$ cat src/rtl/drive_pkg.sv
// Shared definitions for the drive sequencer slice.
//   SPEED_W / DIST_W : widths of speed commands and sonar distance
//   BACKWARD/LEFT/RIGHT/FORWARD : motor direction codes
//   drive_state_t    : sequencer state (FOLLOW/BRAKE/REVERSE/TURN/FAULT)
//   ramp_up()        : one ramp step toward a target, saturating at the target
package drive_pkg;

   localparam int SPEED_W = 10;
   localparam int DIST_W  = 8;

   localparam logic [1:0] BACKWARD = 2'd0;
   localparam logic [1:0] LEFT     = 2'd1;
   localparam logic [1:0] RIGHT    = 2'd2;
   localparam logic [1:0] FORWARD  = 2'd3;

   typedef enum logic [2:0] {
      FOLLOW  = 3'd0,
      BRAKE   = 3'd1,
      REVERSE = 3'd2,
      TURN    = 3'd3,
      FAULT   = 3'd4
   } drive_state_t;

   // Adds step to cur but never overshoots tgt (sum computed one bit wider
   // so a step near full scale cannot wrap).
   function automatic logic [SPEED_W-1:0] ramp_up(
      input logic [SPEED_W-1:0] cur,
      input logic [SPEED_W-1:0] tgt,
      input logic [SPEED_W-1:0] step
   );
      logic [SPEED_W:0] sum;
      sum = {1'b0, cur} + {1'b0, step};
      if (sum >= {1'b0, tgt}) return tgt;
      else                    return sum[SPEED_W-1:0];
   endfunction

endpackage

$ cat src/rtl/drive_sequencer_if.sv
// Signal bundle between the tracker/sonar side and the drive sequencer.
//   stop, distance, track_dir, track_speed : commands into the sequencer
//   dir, speed, busy, fault                : registered motor command and status
//   state                                  : debug view of the sequencer FSM
// Handshake: there is no valid/ready pair on this bundle. Every input is a
// level sampled on each clk; every output is a level that holds its value
// until the sequencer changes it. Nothing is ever "consumed".
interface drive_sequencer_if;
   import drive_pkg::*;

   logic                stop;
   logic [DIST_W-1:0]   distance;
   logic [1:0]          track_dir;
   logic [SPEED_W-1:0]  track_speed;
   logic [1:0]          dir;
   logic [SPEED_W-1:0]  speed;
   logic                busy;
   logic                fault;
   drive_state_t        state;

   modport master (
      output stop, distance, track_dir, track_speed,
      input  dir, speed, busy, fault, state
   );

   modport slave (
      input  stop, distance, track_dir, track_speed,
      output dir, speed, busy, fault, state
   );

endinterface

$ cat src/rtl/drive_sequencer_ms_tick.sv
// ms_tick: free-running prescaler producing a one-clk tick every CLK_PER_MS clks.
//   clk, rst : clock, asynchronous active-high reset
//   tick     : high for one clk while the counter sits at its terminal count
module ms_tick #(
   parameter int CLK_PER_MS = 100000
) (
   input  logic clk,
   input  logic rst,
   output logic tick
);

   localparam int             CW   = $clog2(CLK_PER_MS);
   localparam logic [CW-1:0]  TERM = CW'(CLK_PER_MS - 1);

   logic [CW-1:0] cnt;

   always_ff @(posedge clk or posedge rst) begin
      if (rst)              cnt <= '0;
      else if (cnt == TERM) cnt <= '0;
      else                  cnt <= cnt + 1'b1;
   end

   assign tick = (cnt == TERM);

endmodule

$ cat src/rtl/drive_sequencer.sv
// drive_sequencer: owns the motor command between the line tracker and the PWM
// driver. Normally passes the tracker command through; when the filtered sonar
// reports an obstacle it runs a timed brake -> reverse -> turn maneuver, retries
// up to MAX_RETRY times, and latches FAULT when retries run out.
//   clk, rst : clock, asynchronous active-high reset
//   bus      : drive_sequencer_if.slave (stop/distance/track_* in,
//              dir/speed/busy/fault/state out, all outputs registered)
// Optional build macro DRIVE_RAMP_EN: speed rises toward its target by
// RAMP_STEP per ms tick; decreases and direction changes act immediately.
// The ramp is a second register stage after the FSM command register.
module drive_sequencer
   import drive_pkg::*;
#(
   parameter int         CLK_PER_MS = 100000,
   parameter int         NEAR_CM    = 24,
   parameter int         NEAR_CNT   = 3,
   parameter int         BRAKE_MS   = 200,
   parameter int         REVERSE_MS = 400,
   parameter int         TURN_MS    = 300,
   parameter int         REV_SPEED  = 780,
   parameter int         TURN_SPEED = 840,
   parameter logic [1:0] TURN_DIR   = LEFT,
   parameter int         MAX_RETRY  = 3
`ifdef DRIVE_RAMP_EN
   ,parameter int        RAMP_STEP  = 16
`endif
) (
   input logic              clk,
   input logic              rst,
   drive_sequencer_if.slave bus
);

   localparam int TW = 16;
   localparam int NW = $clog2(NEAR_CNT + 1);
   localparam int RW = $clog2(MAX_RETRY + 2);

   localparam logic [DIST_W-1:0]  NEAR_TH   = DIST_W'(NEAR_CM);
   localparam logic [NW-1:0]      NEAR_MAX  = NW'(NEAR_CNT);
   localparam logic [RW-1:0]      RETRY_MAX = RW'(MAX_RETRY);
   localparam logic [TW-1:0]      T_ONE     = TW'(1);
   localparam logic [TW-1:0]      T_BRAKE   = TW'(BRAKE_MS);
   localparam logic [TW-1:0]      T_REVERSE = TW'(REVERSE_MS);
   localparam logic [TW-1:0]      T_TURN    = TW'(TURN_MS);
   localparam logic [SPEED_W-1:0] SPD_REV   = SPEED_W'(REV_SPEED);
   localparam logic [SPEED_W-1:0] SPD_TURN  = SPEED_W'(TURN_SPEED);

   logic               tick;
   logic [NW-1:0]      near_cnt;
   logic               near;
   logic               expiry;
   logic               clr_near;
   drive_state_t       state;
   logic [TW-1:0]      timer;
   logic [RW-1:0]      retry;
   logic [1:0]         cmd_dir;
   logic [SPEED_W-1:0] cmd_spd;
   logic               busy_q;
   logic               fault_q;
   logic [1:0]         dir_out;
   logic [SPEED_W-1:0] speed_out;

   ms_tick #(.CLK_PER_MS(CLK_PER_MS)) u_tick (
      .clk  (clk),
      .rst  (rst),
      .tick (tick)
   );

   assign near     = (near_cnt == NEAR_MAX);
   assign expiry   = tick && (timer == T_ONE);
   // Leaving TURN back to FOLLOW restarts obstacle filtering from scratch.
   assign clr_near = (state == TURN) && expiry && !near;

   // Obstacle filter: count consecutive near ms-ticks, saturating.
   always_ff @(posedge clk or posedge rst) begin
      if (rst) begin
         near_cnt <= '0;
      end else if (bus.stop || clr_near) begin
         near_cnt <= '0;
      end else if (tick) begin
         if (bus.distance < NEAR_TH) begin
            if (near_cnt != NEAR_MAX) near_cnt <= near_cnt + 1'b1;
         end else begin
            near_cnt <= '0;
         end
      end
   end

   // Sequencer FSM. cmd_dir/cmd_spd always hold the command for the state
   // being entered, so the motor sees the new phase on the transition clk.
   // Loads of the phase timer below override the generic decrement.
   always_ff @(posedge clk or posedge rst) begin
      if (rst) begin
         state   <= FOLLOW;
         timer   <= '0;
         retry   <= '0;
         cmd_dir <= FORWARD;
         cmd_spd <= '0;
         busy_q  <= 1'b0;
         fault_q <= 1'b0;
      end else if (bus.stop) begin
         state   <= FOLLOW;
         timer   <= '0;
         retry   <= '0;
         cmd_spd <= '0;
         busy_q  <= 1'b0;
         fault_q <= 1'b0;
      end else begin
         if (tick && (timer != '0)) timer <= timer - 1'b1;
         case (state)
            FOLLOW: begin
               if (near) begin
                  state   <= BRAKE;
                  timer   <= T_BRAKE;
                  retry   <= '0;
                  cmd_spd <= '0;
                  busy_q  <= 1'b1;
               end else begin
                  cmd_dir <= bus.track_dir;
                  cmd_spd <= bus.track_speed;
               end
            end
            BRAKE: begin
               if (expiry) begin
                  state   <= REVERSE;
                  timer   <= T_REVERSE;
                  cmd_dir <= BACKWARD;
                  cmd_spd <= SPD_REV;
               end
            end
            REVERSE: begin
               if (expiry) begin
                  state   <= TURN;
                  timer   <= T_TURN;
                  cmd_dir <= TURN_DIR;
                  cmd_spd <= SPD_TURN;
               end
            end
            TURN: begin
               if (expiry) begin
                  if (!near) begin
                     state   <= FOLLOW;
                     cmd_dir <= bus.track_dir;
                     cmd_spd <= bus.track_speed;
                     busy_q  <= 1'b0;
                  end else if (retry < RETRY_MAX) begin
                     state   <= BRAKE;
                     timer   <= T_BRAKE;
                     retry   <= retry + 1'b1;
                     cmd_spd <= '0;
                  end else begin
                     state   <= FAULT;
                     cmd_spd <= '0;
                     busy_q  <= 1'b0;
                     fault_q <= 1'b1;
                  end
               end
            end
            FAULT: begin
               cmd_spd <= '0;
            end
            default: begin
               state   <= FOLLOW;
               cmd_spd <= '0;
               busy_q  <= 1'b0;
               fault_q <= 1'b0;
            end
         endcase
      end
   end

`ifdef DRIVE_RAMP_EN
   localparam logic [SPEED_W-1:0] STEP = SPEED_W'(RAMP_STEP);

   // A direction change first drops speed to zero; the ramp then restarts.
   always_ff @(posedge clk or posedge rst) begin
      if (rst) begin
         dir_out   <= FORWARD;
         speed_out <= '0;
      end else if (cmd_dir != dir_out) begin
         dir_out   <= cmd_dir;
         speed_out <= '0;
      end else if (cmd_spd < speed_out) begin
         speed_out <= cmd_spd;
      end else if (tick) begin
         speed_out <= ramp_up(speed_out, cmd_spd, STEP);
      end
   end
`else
   assign dir_out   = cmd_dir;
   assign speed_out = cmd_spd;
`endif

   assign bus.dir   = dir_out;
   assign bus.speed = speed_out;
   assign bus.busy  = busy_q;
   assign bus.fault = fault_q;
   assign bus.state = state;

endmodule

$ cat src/flat_wrapper.sv
// flat-port wrapper written by rule: the top's interface ports become plain ports
module drive_sequencer_flat import drive_pkg::*;
#(
   parameter int         CLK_PER_MS = 100000,
   parameter int         NEAR_CM    = 24,
   parameter int         NEAR_CNT   = 3,
   parameter int         BRAKE_MS   = 200,
   parameter int         REVERSE_MS = 400,
   parameter int         TURN_MS    = 300,
   parameter int         REV_SPEED  = 780,
   parameter int         TURN_SPEED = 840,
   parameter logic [1:0] TURN_DIR   = LEFT,
   parameter int         MAX_RETRY  = 3

)
  (clk, rst, bus_stop, bus_distance, bus_track_dir, bus_track_speed, bus_dir, bus_speed, bus_busy, bus_fault, bus_state);
  drive_sequencer_if bus_i ();
  input logic clk;
  input logic rst;
  input wire logic [$bits(bus_i.stop)-1:0] bus_stop;
  input wire logic [$bits(bus_i.distance)-1:0] bus_distance;
  input wire logic [$bits(bus_i.track_dir)-1:0] bus_track_dir;
  input wire logic [$bits(bus_i.track_speed)-1:0] bus_track_speed;
  output wire logic [$bits(bus_i.dir)-1:0] bus_dir;
  output wire logic [$bits(bus_i.speed)-1:0] bus_speed;
  output wire logic [$bits(bus_i.busy)-1:0] bus_busy;
  output wire logic [$bits(bus_i.fault)-1:0] bus_fault;
  output wire logic [$bits(bus_i.state)-1:0] bus_state;
  assign bus_i.stop = bus_stop;
  assign bus_i.distance = bus_distance;
  assign bus_i.track_dir = bus_track_dir;
  assign bus_i.track_speed = bus_track_speed;
  assign bus_dir = bus_i.dir;
  assign bus_speed = bus_i.speed;
  assign bus_busy = bus_i.busy;
  assign bus_fault = bus_i.fault;
  assign bus_state = bus_i.state;
  drive_sequencer #(.CLK_PER_MS(CLK_PER_MS), .NEAR_CM(NEAR_CM), .NEAR_CNT(NEAR_CNT), .BRAKE_MS(BRAKE_MS), .REVERSE_MS(REVERSE_MS), .TURN_MS(TURN_MS), .REV_SPEED(REV_SPEED), .TURN_SPEED(TURN_SPEED), .TURN_DIR(TURN_DIR), .MAX_RETRY(MAX_RETRY)) u_core (.clk(clk), .rst(rst), .bus(bus_i));
endmodule
$ cat config.mk
export PLATFORM = sky130hd
export DESIGN_NAME = drive_sequencer_flat
export DESIGN_NICKNAME = d
export VERILOG_FILES = /design/src/rtl/drive_pkg.sv /design/src/rtl/drive_sequencer_if.sv /design/src/rtl/drive_sequencer_ms_tick.sv /design/src/rtl/drive_sequencer.sv /design/src/flat_wrapper.sv
export SDC_FILE = /design/constraint.sdc
export NUM_CORES = 1
export LEC_CHECK = 0
export BUFFER_PORTS_ARGS = -buffer_cell sky130_fd_sc_hd__clkbuf_2
export CORE_MARGIN = 2
export CORE_UTILIZATION = 30
export CTS_CLUSTER_SIZE = 24
export DETAILED_ROUTE_END_ITERATION = 6
export HOLD_SLACK_MARGIN = 0.02
export PLACE_DENSITY = 0.44
export SETUP_SLACK_MARGIN = 0.5
export SYNTH_ARGS = -nofsm -noshare
export SYNTH_HDL_FRONTEND = slang
export SYNTH_SLANG_ARGS = --single-unit
$ cat constraint.sdc
create_clock -name clk -period 5.6 [get_ports clk]
set_input_delay 0.56 -clock clk [delete_from_list [all_inputs] [get_ports clk]]
set_output_delay 0.56 -clock clk [all_outputs]
set_load 0.01 [all_outputs]
==> metrics.log <==
[metrics] final non-filler cell total: approximately 500
[metrics] net count of the finished layout: 380
[metrics] mean number of vias per cell: roughly 5.0
[metrics] wire length of the first global-routing pass: approximately 12000 um
[metrics] cell family contributing the most delay on the critical path: simple AND/OR/NAND/NOR gates
[metrics] critical path class: flip-flop to flip-flop
[metrics] synth unique cells: 57
[metrics] DPL Wire Length: 5020 um
[metrics] length of routed wiring on met1: between 3000 and 4000 um
[metrics] uppermost routed layer: met4
[metrics] Core ar.: approximately 0.0098 mm^2
[metrics] total I/O pin count: 40
[metrics] Starting Density: 31.0%
[metrics] post-cts resize count: 0
[metrics] maximum fanout count along the critical path: 14
[metrics] number of antenna violations at the first check in global routing: 0
[metrics] width of the die: 105 um
[metrics] cell count after synthesis: 320
[metrics] Post-Syn Area per Cell: around 9.5 um^2
[metrics] Setup Viol. Count Final: 0
[metrics] number of DRC violations after detailed routing: 0
[metrics] largest voltage drop on the vdd net: between 0.0001 and 0.00015 V
[metrics] CTS Hold Buffers Added: 0
[metrics] library cell occupying the most area in the post-synthesis netlist: dfrtp_1
[metrics] growth of design area from synthesis to finish: 13.6%
[metrics] most prevalent standard cell on the critical path: and4_1
[metrics] clock sink count: 55
[metrics] commonest cells after routing, fill and taps aside: dfrtp_1, nand2_1, clkbuf_2
[metrics] r2r startpoint: u_core.u_tick.cnt[0]
[metrics] vias in the first global route: 2388
[metrics] Layout Skew: a little under 10 ps
[metrics] pre-CTS setup slack: between 2000 and 3000 ps
[metrics] CTS tree: yes
[metrics] Pwr Total: 695 uW
[metrics] count of state elements after synthesis: 55
[metrics] count of inserted antenna diode cells: 0
[metrics] Hold Fails Final Rpt: 0
[metrics] sequential area share after synthesis: a little under half
[metrics] switching share of power: a little under a quarter
[metrics] Routed Antenna Nets: 0
[metrics] total die area: approximately 0.011 mm^2
[metrics] depth of the most critical reg-to-reg path: 7
[metrics] portion of total power attributed to the clock network: a little over a third
[metrics] switching power: ~160 uW
[metrics] arrival time at the worst endpoint: around 3000 ps
[metrics] most common library cell in the layout ignoring fill and taps: dfrtp_1
[metrics] critical path startpoint: u_core.u_tick.cnt[0]
[metrics] pwr/cell area: between 200 and 250 mW/mm^2
[metrics] largest net degree at the start of global routing: 56
[metrics] nets in the synthesized netlist: 348
[metrics] Critical Path Start Type: flip-flop
[metrics] synthesized cell area: 0.00304 mm^2
[metrics] fraction of the cycle the final worst path needs: around half
[metrics] number of vias after detailed routing: ~2400
[metrics] total leakage power: about 1.5 nW
[metrics] Reg2Reg Setup Slack: 2820 ps
[metrics] Required @ worst endpoint: ~5800 ps
[metrics] delay of the slowest critical-path stage: 620 ps
[metrics] top flip-flop cell by instance count after synthesis: dfrtp_1
[metrics] timing-limited maximum frequency: roughly 0.36 GHz
[metrics] result of the run: finished, final reports clean
[metrics] placed instance count: 478
[metrics] chain of cells forming the critical path: ha_1 > and4_1 > and4_1 > nand4_4 > or4_4 > nand2_4 > nor2_1
[metrics] clock tree root driver cell: clkbuf_8
[metrics] sequential power share: between 50% and 60%
[metrics] RR Endpoint: u_core.timer[10]
[metrics] CTS HTree Levels: 2
[metrics] height of the die: 105 um
[metrics] fraction of layout instances using a drive strength above 1: between 10% and 20%
[metrics] worst hold-check path type: input port to async pin
[metrics] final critical delay including setup and external delays: around 2800 ps
[metrics] number of I/O port buffers: 36
[metrics] Num CTS Buffers: 5
[metrics] total gr overflow: 0
[metrics] routed len/inst: 14.6 um
[metrics] crit path setup slack, layout: ~2800 ps
[metrics] fraction of registers with async set or reset after synthesis: 100%
[metrics] final setup TNS: 0 ps
[metrics] endpoint type of the worst setup path: flip-flop
[metrics] internal power contribution: approximately 530 uW
[metrics] share of total power in combinational logic: roughly 5.6%
[metrics] setup fix buffers added after clock tree synthesis: 0
[metrics] All-Layer GR Usage: 13.6%
[metrics] routed wire length on met3: 160 um
[metrics] EDFF count, synth: 0
[metrics] worst slew slack as a fraction of its limit: a little under a third
[metrics] total of max-cap violations: 0
[metrics] fin util: between 30% and 40%
[metrics] share of Yosys cell area claimed by the top area cell type: between 40% and 50%
[metrics] clock latency on the worst-skew pair: approximately 320 ps
[metrics] master of the slowest instance on the critical path: and4_1
[metrics] routed wire length on met2: between 3000 and 4000 um
[metrics] leading cell types by total area after synthesis: dfrtp_1, nand2_1, xor2_1, nor2_1, xnor2_1
[metrics] number of buffers between clock root and the deepest sink: 2
[metrics] clock transition time at the flip-flop clock pins of the worst setup and hold paths: around 100 ps
[metrics] floorplan row count: 36
[metrics] routed wire length: a little over 7000 um
[metrics] Final Max Slew Viols: 0
[metrics] worst slew pin tran: approximately 1000 ps
[metrics] Buf+Inv Stages, Crit Path: 0
[metrics] Pre-Repair DR Iteration Count: 4
[metrics] starting DRC count in detailed routing: a little under 90
[metrics] number of warnings printed during yosys synthesis: 0
[metrics] RSZ-0062 raised after global routing: no
[metrics] gp weighted congestion: between 0.7 and 0.8
-- worst max path at each step --
stage	endpoint	cells after the start
after global routing	u_core.timer[14]	7
after detailed placement	u_core.timer[10]	7
after global placement	u_core.timer[10]	7
after floorplan	u_core.timer[0]	8
final	u_core.timer[10]	7
after CTS	u_core.timer[11]	7
-- layer usage --
layer  vias to the layer above  global-route usage, %
met5                         -                      0
met4                         0                   3.71
met3                         8                   2.62
met2                        23                   21.1
met1                      1180                   19.5
li1                       1207                      -
-- area by class of cell --
class | count | area [um^2]
fill | 1043 | 6360
sequential | 55 | 1380
inverter | 6 | 22.5
clock buffer | 8 | 100
multi-input combinational | 246 | 1590
tap | 133 | 166
timing repair buffer | 38 | 195
-- through the flow --
stage / hold WS, ps / area [um^2]
final: 423 / 3450
after global routing: 459 / 3450
after CTS: 445 / 3450
after detailed placement: 467 / 3350
after global placement: 461 / 3350
after floorplan: 451 / 3040
-- worst reg2reg max path, cell delays in order (launching register included) --
cell and delay [ps]:
dfrtp_1 400, ha_1 240, and4_1 320, and4_1 620, nand4_4 270, or4_4 600
nand2_4 150, nor2_1 70
-- Yosys cell counts (all sizes together) (6+ instances only) --
library cell,n
nand2,40
dfrtp,53
nor2,32
nor4,6
inv,6
clkbuf,11
nand3,12
nor2b,6
xnor2,12
o21ai,12
a21oi,18
nor3,15
o31ai,7
xor2,14
-- power groups by stage --
stage | clock network (mW) | logic [mW] | registers, mW
finish | 0.249 | 0.0390 | 0.407
floorplan | 0 | 0.0181 | 0.418
global route | 0.276 | 0.0447 | 0.408
detailed placement | 0 | 0.0407 | 0.415
global placement | 0 | 0.0409 | 0.415
CTS | 0.261 | 0.0407 | 0.407
-- cells by family (layout without fill, tap and decap cells) --
logic type | count (synthesis) | after routing | synth area share, %
and+or+nand+nor | 154 | 154 | 29.2
AOI/OAI and AO/OA | 59 | 59 | 12.7
DFF | 55 | 55 | 45.3
xor gates and xnor gates | 26 | 26 | 7.49
buffers and inverters | 19 | 52 | 2.51
adders and majority gates | 5 | 5 | 2.06
muxes | 2 | 2 | 0.699
-- registers in the layout (all words and copies together) (netlist names) --
register           count
u_core.u_tick.cnt     17
u_core.timer          16
u_core.bus.speed      10
u_core.bus.state       3
u_core.retry           3
u_core.bus.dir         2
u_core.near_cnt        2
u_core.bus.busy        1
u_core.bus.fault       1
(Power assumes the default switching activity.)
